<file path="src/rtl/mem_port_arbiter.sv">
// Arbitrates the shared instruction/data memory port between fetch and load/store.
// One latched transaction at a time, registered done pulse, per-transaction watchdog.
module mem_port_arbiter #(
   parameter int unsigned ADDR_W         = 32,
   parameter int unsigned DATA_W         = 32,
   parameter int unsigned TIMEOUT_CYCLES = 16
) (
   input  logic                clk,
   input  logic                reset,
   input  logic                i_req,
   input  logic [ADDR_W-1:0]   i_addr,
   output logic                i_done,
   output logic [DATA_W-1:0]   i_rdata,
   output logic                i_err,
   input  logic                d_req,
   input  logic                d_we,
   input  logic [ADDR_W-1:0]   d_addr,
   input  logic [DATA_W-1:0]   d_wdata,
   input  logic [DATA_W/8-1:0] d_wmask,
   output logic                d_done,
   output logic [DATA_W-1:0]   d_rdata,
   output logic                d_err,
   output logic                mem_valid,
   output logic                mem_we,
   output logic [ADDR_W-1:0]   mem_addr,
   output logic [DATA_W-1:0]   mem_wdata,
   output logic [DATA_W/8-1:0] mem_wmask,
   input  logic                mem_ready,
   input  logic [DATA_W-1:0]   mem_rdata,
   output logic                busy,
   output logic                owner
);

   localparam int unsigned WD_W = (TIMEOUT_CYCLES == 0) ? 1 : $clog2(TIMEOUT_CYCLES + 1);
   localparam logic [WD_W:0] WD_LIMIT = (WD_W + 1)'(TIMEOUT_CYCLES);

   localparam logic [1:0] ST_IDLE = 2'd0;
   localparam logic [1:0] ST_BUSY = 2'd1;
   localparam logic [1:0] ST_RESP = 2'd2;

   logic [1:0]          state_q, state_d;
   logic                last_grant_q, last_grant_d;
   logic                owner_q, owner_d;
   logic                we_q, we_d;
   logic [ADDR_W-1:0]   addr_q, addr_d;
   logic [DATA_W-1:0]   wdata_q, wdata_d;
   logic [DATA_W/8-1:0] wmask_q, wmask_d;
   logic [WD_W-1:0]     wd_q, wd_d;
   logic [DATA_W-1:0]   rdata_q, rdata_d;
   logic                err_q, err_d;

   logic                grant_i, grant_d;
   logic [WD_W:0]       wd_inc;

   // last_grant_q = 1 means data was served last, so fetch wins the next tie
   assign grant_i = i_req & (~d_req | last_grant_q);
   assign grant_d = d_req & (~i_req | ~last_grant_q);
   assign wd_inc  = {1'b0, wd_q} + (WD_W + 1)'(1);

   always_comb begin
      state_d      = state_q;
      last_grant_d = last_grant_q;
      owner_d      = owner_q;
      we_d         = we_q;
      addr_d       = addr_q;
      wdata_d      = wdata_q;
      wmask_d      = wmask_q;
      wd_d         = wd_q;
      rdata_d      = rdata_q;
      err_d        = err_q;
      case (state_q)
         ST_IDLE: begin
            if (grant_i || grant_d) begin
               state_d      = ST_BUSY;
               owner_d      = grant_d;
               last_grant_d = grant_d;
               wd_d         = '0;
               if (grant_d) begin
                  addr_d  = d_addr;
                  we_d    = d_we;
                  wdata_d = d_wdata;
                  wmask_d = d_we ? d_wmask : '0;
               end else begin
                  addr_d  = i_addr;
                  we_d    = 1'b0;
                  wdata_d = '0;
                  wmask_d = '0;
               end
            end
         end
         ST_BUSY: begin
            if (mem_ready) begin
               state_d = ST_RESP;
               rdata_d = we_q ? '0 : mem_rdata;
               err_d   = 1'b0;
            end else begin
               if (!wd_inc[WD_W]) wd_d = wd_inc[WD_W-1:0];
               if (TIMEOUT_CYCLES != 0 && wd_inc == WD_LIMIT) begin
                  state_d = ST_RESP;
                  rdata_d = '0;
                  err_d   = 1'b1;
               end
            end
         end
         ST_RESP: state_d = ST_IDLE;
         default: state_d = ST_IDLE;
      endcase
   end

   always_ff @(posedge clk) begin
      if (reset) begin
         state_q      <= ST_IDLE;
         last_grant_q <= 1'b1;
         owner_q      <= 1'b0;
         we_q         <= 1'b0;
         addr_q       <= '0;
         wdata_q      <= '0;
         wmask_q      <= '0;
         wd_q         <= '0;
         rdata_q      <= '0;
         err_q        <= 1'b0;
      end else begin
         state_q      <= state_d;
         last_grant_q <= last_grant_d;
         owner_q      <= owner_d;
         we_q         <= we_d;
         addr_q       <= addr_d;
         wdata_q      <= wdata_d;
         wmask_q      <= wmask_d;
         wd_q         <= wd_d;
         rdata_q      <= rdata_d;
         err_q        <= err_d;
      end
   end

   logic in_busy, resp_i, resp_d;
   assign in_busy = (state_q == ST_BUSY);
   assign resp_i  = (state_q == ST_RESP) & ~owner_q;
   assign resp_d  = (state_q == ST_RESP) & owner_q;

   assign mem_valid = in_busy;
   assign mem_we    = in_busy & we_q;
   assign mem_addr  = in_busy ? addr_q  : '0;
   assign mem_wdata = in_busy ? wdata_q : '0;
   assign mem_wmask = in_busy ? wmask_q : '0;

   assign i_done  = resp_i;
   assign i_rdata = resp_i ? rdata_q : '0;
   assign i_err   = resp_i & err_q;
   assign d_done  = resp_d;
   assign d_rdata = resp_d ? rdata_q : '0;
   assign d_err   = resp_d & err_q;

   assign busy  = (state_q != ST_IDLE);
   assign owner = owner_q;

endmodule

</file>
<file path="config.mk">
export PLATFORM = sky130hd
export DESIGN_NAME = mem_port_arbiter
export DESIGN_NICKNAME = d
export VERILOG_FILES = /design/src/rtl/mem_port_arbiter.sv
export SDC_FILE = /design/constraint.sdc
export NUM_CORES = 1
export LEC_CHECK = 0
export CAP_MARGIN = 10
export CELL_PAD_IN_SITES_DETAIL_PLACEMENT = 0
export CELL_PAD_IN_SITES_GLOBAL_PLACEMENT = 1
export CORE_MARGIN = 3
export CORE_UTILIZATION = 29
export DETAILED_ROUTE_END_ITERATION = 10
export PLACE_DENSITY = 0.82
export SYNTH_ARGS = -nofsm -noshare
export SYNTH_HDL_FRONTEND = slang
export SYNTH_SLANG_ARGS = --single-unit
</file>
<file path="constraint.sdc">
create_clock -name clk -period 2.1 [get_ports clk]
set_clock_uncertainty 0.1 [all_clocks]
set_input_delay 0.21 -clock clk [delete_from_list [all_inputs] [get_ports clk]]
set_output_delay 0.21 -clock clk [all_outputs]
set_load 0.01 [all_outputs]
</file>
==> reports/metrics.yaml <==
outcome:
  status: "finished, final reports clean"
final_layout:
  final_util_pct: 48.5
  fin_area_sq_mm: 0.00917
  final_cells: 1153
  area_growth_pct: 63.2
  antennaDiodeCount: 0
  n_fill_cell: 1844
  drive_above_1_share_pct: 6.49
  nets: 1027
floorplan:
  die_w_um: 145
  ioPinCount: 278
  die_h_um: 145
  die_area_sq_mm: 0.0211
  row_count: 50
  core_area_sq_mm: 0.0189
  start_util_pct: 29.7
drt:
  drc: 0
  drt_iter0_drc: 196
  dr_total_vias: 5461
  vias_per_cell: 4.74
  drt-total-wl_um: 18200
  wl_per_cell_um: 15.8
  first_pass_iters: 4
  ant_nets: 0
logic_synthesis:
  synth-simple-area-share_pct: 32.0
  avgSynthCellArea_sq_um: 8.87
  synth_nets: 772
  synthTopCellsByArea: "dfxtp_1 (40%), and2_1 (15%), nor3b_1 (8.8%)"
  synth_top_family_by_area: "simple AND/OR/NAND/NOR gates"
  ys_seq_area_share_pct: 39.6
  synth_ff_type: "dfxtp_1"
  synthMuxAreaShare_pct: 5.70
  synth_edf_count: 0
  synth_xor_area_share_pct: 0
  async_flop_share_pct: 0
  synth_adder_area_share_pct: 0.223
  ys_seq_elements: 111
  synth_top_area_share_pct: 39.6
  post-synth-top-count-cell: "and2_1"
  netlist.top_cell.by_area: "dfxtp_1"
  ys_top_cells_by_count: "and2_1 (136), dfxtp_1 (111), nor2_1 (68), nor3b_1 (66), clkbuf_1 (38)"
  yosys_warnings: 0
  synth.distinct_cells: 33
  syn_inst: 633
  synth-compound-area-share_pct: 16.8
  synth_area_sq_mm: 0.00562
worst_setup_path:
  cp.required_ns: 1.79
  crit_path_end_kind: "primary output"
  arrival_ns: 1.72
  critical_path_class: "reg2out"
  cp_max_fo: 17
  start_kind: "flop"
global_routing:
  overflow: 0
  grt_pass1_vias: 5301
  grt_max_degree: 58
  grt_pass1_wl_um: 29000
  grt_usage_pct: 16.9
  antenna_found_initial: 0
placed_design:
  hpwlAfterDp_um: 12600
  io_buffers: 277
  dp.cells: 1129
  place_area_sq_mm: 0.00876
  dp_slack_ns: 0.136
  place_congestion: 0.773
power:
  max-vdd-ir-drop_mv: 0.461
  p_leak_uw: 0.00424
  p_per_area_mw_per_mm2: 590
flow_run:
  drv_cap: 0
clock_network:
  cts_tree: "done"
  cts_made_buffers: 9
  insertion_delay_ns: 0.35
  h-tree-depth: 3
  clk_pin_slew_ns: 0.08
  clk_path_buf_depth: 2
  clkSinkCount: 111
  cts-root-buf: "clkbuf_16"
  cts_hold_buf: 0
timing:
  maxSlewHeadroom_pct: 67.6
  finalSetupViolations: 0
  worst_slack_ns: 0.0658
  rsz0062_at_grt: "false"
  slew_viol_final: 0
  period_minus_slack_ns: 2.03
  worst_pin_slew_ns: 0.481
  max_freq_ghz: 0.492
  finalCritPeriodShare_pct: 96.9
  hold_viol: 0
  hold_ws_ns: 0.309
worst_hold_path:
  hold_path_class: "in2reg"
layout make-up:
class,instances,area [sq um],area share (%)
sequential,111,2230,24.3
tap,260,325,3.55
inverter,2,12.5,0.137
clock inverter,5,90.1,0.983
multi-input combinational,456,3120,34.0
clock buffer,11,233,2.54
timing repair buffer,308,3160,34.5
sequential cells by signal, indices dropped and copies added, names as in the netlist:
register,cells
addr_q,32
rdata_q,32
wdata_q,32
wd_q,5
wmask_q,4
state_q,2
err_q,1
last_grant_q,1
owner,1
we_q,1
routing by layer:
layer | track usage (%) | up-vias | part of all wire, %
met5 | 0 | - | 0
met4 | 5.08 | 0 | 1.7
met3 | 5.37 | 14 | 7.8
met2 | 27.4 | 190 | 46
met1 | 21.5 | 2503 | 45
li1 | - | 2754 | -
critical path, stage by stage, from the launching register on:
cell and delay (ns):
dfxtp_4 0.37, nor3b_4 0.20, buf_6 0.15, buf_16 0.13
clkdlybuf4s50_1 0.53
placed cells by master (no fill, tap or decap), types with 9 or more instances in the layout:
cell             synthesis  final
a21oi_1                 13     13
dfxtp_1                111    108
nand3_1                 11     11
mux2i_1                 32     32
nor3b_1                 66     65
a22oi_1                 32     32
nand2_1                  9      9
buf_4                    0     13
clkbuf_16                0      9
buf_12                   0     14
a221o_1                 32     32
dlygate4sd2_1            0    119
a211oi_1                33     33
and2_1                 136    136
nor2_1                  68     68
clkdlybuf4s50_1          0    140
dlymetal6s2s_1           0     17
where the power goes:
group | internal, uW | total (uW) | switching, uW | leakage (uW)
registers | 2260 | 2360 | 94.8 | 0.000911
logic | 642 | 1140 | 501 | 0.00318
clock network | 1070 | 1900 | 838 | 0.000154
total | 3970 | 5410 | 1430 | 0.00424
final timing paths:
kind / start / end / slack [ns] / cells past startpoint
setup / recovery: state_q[1]$_SDFFE_PP0P_ / i_done / 0.07 / 4
hold / removal: reset / wdata_q[28]$_SDFFE_PP0P_ / 0.31 / 3
setup reg to reg: wd_q[0]$_SDFFE_PP0P_ / rdata_q[25]$_SDFFE_PP0P_ / 0.24 / 5
hold reg to reg: wmask_q[2]$_SDFFE_PP0P_ / wmask_q[2]$_SDFFE_PP0P_ / 0.35 / 2
per-stage QoR:
stage	setup TNS (ns)	total power, uW
floorplan	0	2940
global placement	0	3510
detailed placement	0	3520
CTS	-1.35	5500
global route	0	5690
finish	0	5410
timing repair:
| action | 4_1_cts | 5_1_grt |
|---|---|---|
| cloned | 4 | 0 |
| endpoints found under the setup margin | 136 | 18 |
| endpoints found under the hold margin | 0 | 0 |
| buffers inserted | 4 | 0 |
| gates resized for setup | 130 | 19 |
cells by family after synthesis:
logic type / after synthesis
buf+inv: 66
fa+ha+maj: 1
compound gates: 120
mux: 32
simple gates: 303
flops: 111
Note: power is estimated with default switching activity, not from simulation.
